`config.mk`:
```
export PLATFORM = sky130hd
export DESIGN_NAME = freq_meter
export DESIGN_NICKNAME = d
export VERILOG_FILES = /design/src/rtl/freq_meter_pkg.sv /design/src/rtl/edge_sync.sv /design/src/rtl/freq_meter.sv
export SDC_FILE = /design/constraint.sdc
export NUM_CORES = 1
export LEC_CHECK = 0
export ABC_AREA = 1
export BUFFER_PORTS_ARGS = -buffer_cell sky130_fd_sc_hd__buf_2
export CAP_MARGIN = 20
export CORE_MARGIN = 1
export CORE_UTILIZATION = 60
export CTS_CLUSTER_DIAMETER = 60
export DETAILED_ROUTE_END_ITERATION = 6
export PLACE_DENSITY_LB_ADDON = 0.25
export SLEW_MARGIN = 30
export SYNTH_ARGS = -nofsm -noshare
export SYNTH_HDL_FRONTEND = slang
export SYNTH_SLANG_ARGS = --single-unit
```
`constraint.sdc`:
```
create_clock -name CLK -period 3.62 [get_ports CLK]
set_input_delay 0.181 -clock CLK [delete_from_list [all_inputs] [get_ports CLK]]
set_output_delay 0.181 -clock CLK [all_outputs]
set_load 0.01 [all_outputs]
```
`src/rtl/freq_meter_pkg.sv`:
```
// Shared types and constants for the dual-input frequency meter.
package freq_meter_pkg;

    typedef enum logic [1:0] {
        IDLE = 2'd0,
        ARM  = 2'd1,
        GATE = 2'd2
    } state_t;

    localparam int SYNC_STAGES = 2;

endpackage

```
`src/rtl/edge_sync.sv`:
```
// Brings one asynchronous frequency input into the CLK domain and flags its rising edges.
module edge_sync
    import freq_meter_pkg::*;
(
    input  logic CLK,
    input  logic CLR,
    input  logic D,
    output logic EDGE
);

    logic [SYNC_STAGES-1:0] r_sync;
    logic                   r_prev;

    always_ff @(posedge CLK or posedge CLR) begin
        if (CLR) begin
            r_sync <= '0;
            r_prev <= 1'b0;
        end else begin
            r_sync <= {r_sync[SYNC_STAGES-2:0], D};
            r_prev <= r_sync[SYNC_STAGES-1];
        end
    end

    assign EDGE = r_sync[SYNC_STAGES-1] & ~r_prev;

endmodule

```
`src/rtl/freq_meter.sv`:
```
// Counts F0/F1 rising edges over a GATE_CYCLES window and publishes both counts.
// Optional signed CNT0-CNT1 output DIFF is built when FREQ_DIFF_EN is defined.
module freq_meter
    import freq_meter_pkg::*;
#(
    parameter int CNT_W       = 16,
    parameter int GATE_CYCLES = 1000,
    parameter int GATE_W      = 16
) (
    input  logic                    CLK,
    input  logic                    CLR,
    input  logic                    EN,
    input  logic                    F0,
    input  logic                    F1,
    output logic [CNT_W-1:0]        CNT0,
    output logic [CNT_W-1:0]        CNT1,
    output logic                    F0_GT_F1,
    output logic                    OVF,
`ifdef FREQ_DIFF_EN
    output logic signed [CNT_W:0]   DIFF,
`endif
    output logic                    VALID
);

    localparam logic [CNT_W-1:0]  CNT_MAX   = {CNT_W{1'b1}};
    localparam logic [GATE_W-1:0] GATE_LOAD = GATE_W'(GATE_CYCLES - 1);

    state_t r_state;
    state_t w_state_next;

    logic [GATE_W-1:0]          r_gate;
    logic                       w_terminal;
    logic                       w_clr_work;
    logic                       w_count;
    logic                       w_load_gate;
    logic                       w_publish;

    logic [1:0]                 w_f;
    logic [1:0]                 w_edge;
    logic [1:0][CNT_W-1:0]      w_cnt_final;
    logic [1:0]                 w_ovf_final;

    logic [CNT_W-1:0]           r_cnt0_out;
    logic [CNT_W-1:0]           r_cnt1_out;
    logic                       r_gt_out;
    logic                       r_ovf_out;
    logic                       r_valid;

    assign w_f        = {F1, F0};
    assign w_terminal = (r_state == GATE) && (r_gate == '0);

    // Per-channel synchronizer and saturating working counter with sticky overflow.
    genvar gi;
    generate
        for (gi = 0; gi < 2; gi++) begin : g_ch
            logic [CNT_W-1:0] r_cnt;
            logic             r_ovf;
            logic             w_sat;

            edge_sync u_edge_sync (
                .CLK  (CLK),
                .CLR  (CLR),
                .D    (w_f[gi]),
                .EDGE (w_edge[gi])
            );

            assign w_sat           = (r_cnt == CNT_MAX);
            assign w_cnt_final[gi] = (w_edge[gi] && !w_sat) ? r_cnt + 1'b1 : r_cnt;
            assign w_ovf_final[gi] = r_ovf | (w_edge[gi] & w_sat);

            always_ff @(posedge CLK or posedge CLR) begin
                if (CLR) begin
                    r_cnt <= '0;
                    r_ovf <= 1'b0;
                end else if (w_clr_work) begin
                    r_cnt <= '0;
                    r_ovf <= 1'b0;
                end else if (w_count) begin
                    r_cnt <= w_cnt_final[gi];
                    r_ovf <= w_ovf_final[gi];
                end
            end
        end
    endgenerate

    always_ff @(posedge CLK or posedge CLR) begin
        if (CLR) begin
            r_state <= IDLE;
        end else begin
            r_state <= w_state_next;
        end
    end

    always_comb begin
        w_state_next = r_state;
        case (r_state)
            IDLE:    w_state_next = EN ? ARM : IDLE;
            ARM:     w_state_next = EN ? GATE : IDLE;
            GATE:    w_state_next = EN ? GATE : IDLE;
            default: w_state_next = IDLE;
        endcase
    end

    // A terminal cycle reloads counters to zero, so the next window's first edge counts as 1.
    always_comb begin
        w_clr_work  = 1'b1;
        w_count     = 1'b0;
        w_load_gate = 1'b0;
        w_publish   = 1'b0;
        case (r_state)
            ARM: begin
                w_load_gate = 1'b1;
            end
            GATE: begin
                w_clr_work  = w_terminal;
                w_count     = ~w_terminal;
                w_load_gate = w_terminal;
                w_publish   = w_terminal;
            end
            default: begin
                w_clr_work = 1'b1;
            end
        endcase
    end

    always_ff @(posedge CLK or posedge CLR) begin
        if (CLR) begin
            r_gate <= '0;
        end else if (w_load_gate) begin
            r_gate <= GATE_LOAD;
        end else if (r_state == GATE) begin
            r_gate <= r_gate - 1'b1;
        end else begin
            r_gate <= '0;
        end
    end

    always_ff @(posedge CLK or posedge CLR) begin
        if (CLR) begin
            r_cnt0_out <= '0;
            r_cnt1_out <= '0;
            r_gt_out   <= 1'b0;
            r_ovf_out  <= 1'b0;
            r_valid    <= 1'b0;
        end else begin
            r_valid <= w_publish;
            if (w_publish) begin
                r_cnt0_out <= w_cnt_final[0];
                r_cnt1_out <= w_cnt_final[1];
                r_gt_out   <= (w_cnt_final[0] > w_cnt_final[1]);
                r_ovf_out  <= |w_ovf_final;
            end
        end
    end

`ifdef FREQ_DIFF_EN
    logic signed [CNT_W:0] r_diff_out;

    always_ff @(posedge CLK or posedge CLR) begin
        if (CLR) begin
            r_diff_out <= '0;
        end else if (w_publish) begin
            r_diff_out <= $signed({1'b0, w_cnt_final[0]}) - $signed({1'b0, w_cnt_final[1]});
        end
    end

    assign DIFF = r_diff_out;
`endif

    assign CNT0     = r_cnt0_out;
    assign CNT1     = r_cnt1_out;
    assign F0_GT_F1 = r_gt_out;
    assign OVF      = r_ovf_out;
    assign VALID    = r_valid;

endmodule

```
### Yosys cells after proc, flatten, opt, wreduce, memory -nomap -nowiden

Index checks and enable logic that the tools add are counted.

| word-level totals | value |
|---|---|
| bits in registers | 93 |
| bits in latches | 0 |
| RAM bits | 0 |
| memory bits (read-only) | 0 |
| bits of input ports | 5 |
| word-level logic and storage cells | 61 |
| memories kept | 0 |

| cells by class | value |
|---|---|
| add/sub/neg operators | 3 |
| multipliers | 0 |
| divide/modulo/power cells | 0 |
| magnitude comparators | 1 |
| eq/ne operators | 4 |
| shift operators | 0 |
| mux-type cells | 19 |
| bitwise operators | 9 |
| reduce and logical (&&, ||, !) cells | 10 |

Operator list:

| operator | count |
|---|---|
| $mux 16 | 8 |
| $add 16x1->16 const B | 2 |
| $eq 16x16->1 const B | 2 |
| $gt 16x16->1 | 1 |
| $logic_not 16->1 | 1 |
| $sub 16x1->16 const B | 1 |
| $mux 1 | 8 |
| $and 1x1->1 | 4 |
| $pmux 2 s2 | 1 |
| $reduce_or 2->1 | 2 |
| $logic_and 1x1->1 | 3 |
| $not 1->1 | 3 |
| $eq 2x1->1 const B | 1 |
| $eq 2x2->1 const B | 1 |
| $logic_not 1->1 | 2 |
| $logic_not 2->1 | 1 |
| $mux 2 | 1 |
| $or 1x1->1 | 2 |
| $pmux 1 s2 | 1 |
| $reduce_bool 2->1 | 1 |

### Logic depth before layout (Yosys ltp)

| logic depth | value |
|---|---|
| depth after elaboration | 6 |
| gate-level depth with buffers | 21 |
| mapped depth without buffers | 20 |

### Modules after synthesis

Synthesis repeated with hierarchy kept, for this count alone.

| second synthesis, totals | value |
|---|---|
| cells, all modules | 682 |
| area total of the unflattened synthesis | 5,237.5 um2 |

By module, submodules not included:

| module | instances | cells an instance | area each (um2) | sequential area each (um2) |
|---|---|---|---|---|
| freq_meter | 1 | 670 | 5,059.9 | 2,177.1 |
| edge_sync | 2 | 6 | 88.8 | 75.1 |

### Worst setup path before layout

OpenSTA, ideal clock, no wires.

| path | value |
|---|---|
| kind | register -> register |
| start | register g_ch[0].r_cnt[0] |
| end | register r_gt_out, in the netlist F0_GT_F1 |
| arrival | 2.222 ns |
| path slack | 1.281 ns |
| cell stages (with the launch flop) | 22 |
| buffers on the path | 1 |
| period minus slack after synthesis | 2.339 ns |
| path through | dfrtp_1 -> ha_1 -> nand2_1 -> nor2_2 -> nand2_2 -> nor2_2 -> nor2_1 -> buf_2 -> nand2_1 -> o21ai_1 -> inv_1 -> ha_1 -> inv_1 -> nor2_1 -> o21bai_1 -> nand2_1 -> nand2_1 -> nand2_1 -> nand2_1 -> nand2_1 -> nand2_1 -> nand2_1 |

RTL lines:

| item | line | source |
|---|---|---|
| from (decl) | freq_meter.sv:56 | `logic [CNT_W-1:0] r_cnt;` |
| from (signal assigned) | freq_meter.sv:79 | `r_cnt <= w_cnt_final[gi];` |
| to (signal assigned) | freq_meter.sv:150 | `r_gt_out <= (w_cnt_final[0] > w_cnt_final[1]);` |
| to (decl) | freq_meter.sv:45 | `logic r_gt_out;` |

==> flow_summary.ini <==
[hold_path]
whs_path_depth = 3
hp-class = input pin to flip-flop

[floorplanning]
die_area_um2 = 8980
row_count = 33
die_h_um = 94.8
start_util = 0.625
core-area_um2 = 8260
die_width_um = 94.8
ioPinCount = 40

[critical_path]
cp-end-kind = flip-flop
worstPathRequired_ns = 3.89
cp_max_fo = 11
path_class = flip-flop to flip-flop
crit_arrival_ns = 3.32
rr_worst_depth = 14
worst_setup_path_start_kind = flip-flop

[logic_synthesis]
synth_top_cell_area_share = 0.451
ys_seq_area_frac = 0.451
yosysTopAreaCell = dfrtp_1
syn_nets = 709
synthTopCellsByCount = nand2_1, nor2_1, dfrtp_1, inv_1, nand3_1
postSynthCellCount = 681
ys_seq_elements = 93
ys_top_cells_by_area = dfrtp_1, nand2_1, nor2_1, ha_1, inv_1
synth.distinct_cells = 31
ys_warn_count = 0
synth_most_common_cell = nand2_1
syn_area_um2 = 5160
synth_area_per_cell_um2 = 7.58
async_flop_share = 1.00
synth-edff-count = 0
synthFlopType = dfrtp_1

[cts]
cts_buffers = 9
cts-hold-fix-buffers = 3
cts_resized = 0
post_cts_buffers = 0
cts.sinks = 93
ctsLongestPathBuffers = 2
htree_levels = 3
cts_tree = yes
worstSkewPairLatency_ns = 0.37
cts_root_buf = clkbuf_8
clk_pin_slew_ns = 0.10

[drt]
drt-total-wl_um = 11400
drtAntennaViolNets = 0
viasPerCell = 5.33
vias = 4441
drc_errors = 0
drt_iter0_markers = 325
wl_per_cell_um = 13.7
dr.pass1.iters = 6

[timing]
setup_tns_ns = 0
clock_skew_ns = 0.0125
fmax_mhz = 328
worst_pin_slew_ns = 0.830
setup_violations = 0
drv_slew = 0
rsz0062_at_grt = false
min_period_over_period = 0.841
relSlewSlack = 0.443
post-route-min-period_ns = 3.05
final-hold-violation-count = 0

[global_routing]
gr-usage-met3 = 0.0451
antenna_found_initial = 0
grt_use_met2 = 0.486
track_usage = 0.281
grt_first_pass_wirelength_um = 19300
grt_pass1_vias = 4146
grt_max_degree = 42
overflow = 0
top_usage_layer = met2
use_met1 = 0.351

[run]
maxCapViolations = 0

[status]
status = completed

[power_and_ir_drop]
peakVddDrop_mv = 0.592
p_seq_frac = 0.428
clock_power_share = 0.237
power_switching_uw = 1180
p_int_uw = 1880
switching_share = 0.386
power_leakage_uw = 0.00298
p_comb_frac = 0.335
p_per_area_nw_per_um2 = 542

[placed_design]
hpwl_um = 8250
place.port_buffers = 39
globalplace.congestion = 0.924

[cells_and_area]
drive_gt1_frac = 0.129
diodes = 0
fill_cells = 691
final_util = 0.686
area_growth_pct = 9.69
nets = 751
-- stage by stage --
stage | worst slack [ns] | cell area, um2 | hold WS, ns | power, uW | instances
2_1_floorplan | 1.02 | 5160 | 0.212 | 2080 | 681
3_3_place_gp | 0.753 | 5430 | 0.146 | 2310 | 814
3_5_place_dp | 0.698 | 5430 | 0.147 | 2350 | 814
4_1_cts | 0.661 | 5660 | 0.00146 | 3090 | 833
5_1_grt | 0.244 | 5660 | 0.0131 | 3300 | 833
6_report | 0.574 | 5660 | 0.0132 | 3070 | 833
-- final cells by class --
cell class | instances | area [um2] | area share
multi-input cells | 492 | 2430 | 0.430
flip-flops and latches | 93 | 2330 | 0.411
well taps | 105 | 131 | 0.0232
clock inverters | 7 | 81.3 | 0.0144
clock buffers | 9 | 124 | 0.0219
repair buffers | 47 | 263 | 0.0464
inverters | 80 | 302 | 0.0532
-- worst paths after layout --
| check | endpoint | slack (ns) | from |
|---|---|---|---|
| hold / removal | r_state[0] | 0.01 | EN |
| hold reg to reg | g_ch[0].u_edge_sync.r_sync[1] | 0.36 | g_ch[0].u_edge_sync.r_sync[0] |
| setup / recovery | F0_GT_F1 | 0.57 | g_ch[0].r_cnt[1] |
| min in group asynchronous | g_ch[1].r_cnt[6] | 0.29 | CLR |
| max in group asynchronous | g_ch[1].r_cnt[4] | 2.51 | CLR |
| setup reg to reg | F0_GT_F1 | 0.57 | g_ch[0].r_cnt[1] |
-- power groups by stage --
stage / Clock, uW / Sequential, uW / Combinational [uW]
5_1_grt: 785 / 1340 / 1180
2_1_floorplan: 0 / 1350 / 726
6_report: 728 / 1310 / 1030
3_5_place_dp: 0 / 1330 / 1020
3_3_place_gp: 0 / 1330 / 985
4_1_cts: 743 / 1310 / 1030
-- layer usage --
layer,share of wire,vias up
li1,-,2206
met1,0.44,2080
met2,0.49,132
met3,0.049,23
met4,0.023,0
met5,0,-
-- worst max-delay path, stage by stage, from the launching register on --
cell and delay [ns]:
dfrtp_1 0.42, ha_1 0.22, nand2_1 0.09, nor2_2 0.17
nand2_2 0.08, o21ai_1 0.66, nand2_1 0.18, nand2_1 0.15
inv_1 0.06, ha_1 0.28, nand4_1 0.12, nor3_1 0.27
a21oi_1 0.11, nand2_1 0.08, nand2_1 0.04
-- layout by cell type, fill, tap and decap left out, types with 2 or more instances in the layout --
cell type	instances
ha_1	23
clkbuf_8	9
nor2_4	5
nand3_1	37
xor2_1	14
o211ai_1	6
o21bai_1	3
xnor2_1	5
dlygate4sd3_1	3
dfrtp_1	93
nor2_1	94
buf_4	5
a21oi_1	12
inv_2	6
nand3_2	2
buf_2	39
inv_6	2
nand2_2	8
inv_1	73
nand4_1	8
o21ai_1	13
o21ai_2	7
nand2_1	226
nor2_2	3
clkinvlp_4	3
nor3_1	4
o21ai_0	16
-- cells by family (layout without fill, tap and decap cells) --
family	count (synthesis)	count (layout)	share of synthesized area
buf+inv	96	143	0.0776
fa+ha+maj	23	23	0.0557
flops	93	93	0.451
compound gates	58	58	0.0662
xor+xnor	19	19	0.0322
simple gates	392	392	0.318
-- registers in the layout (all words and copies together) (netlist names) --
| signal | cells |
|---|---|
| g_ch.r_cnt | 32 |
| CNT0 | 16 |
| CNT1 | 16 |
| r_gate | 16 |
| g_ch.u_edge_sync.r_sync | 4 |
| g_ch.r_ovf | 2 |
| g_ch.u_edge_sync.r_prev | 2 |
| r_state | 2 |
| F0_GT_F1 | 1 |
| OVF | 1 |
| VALID | 1 |
Note: power is estimated with default switching activity, not from simulation.
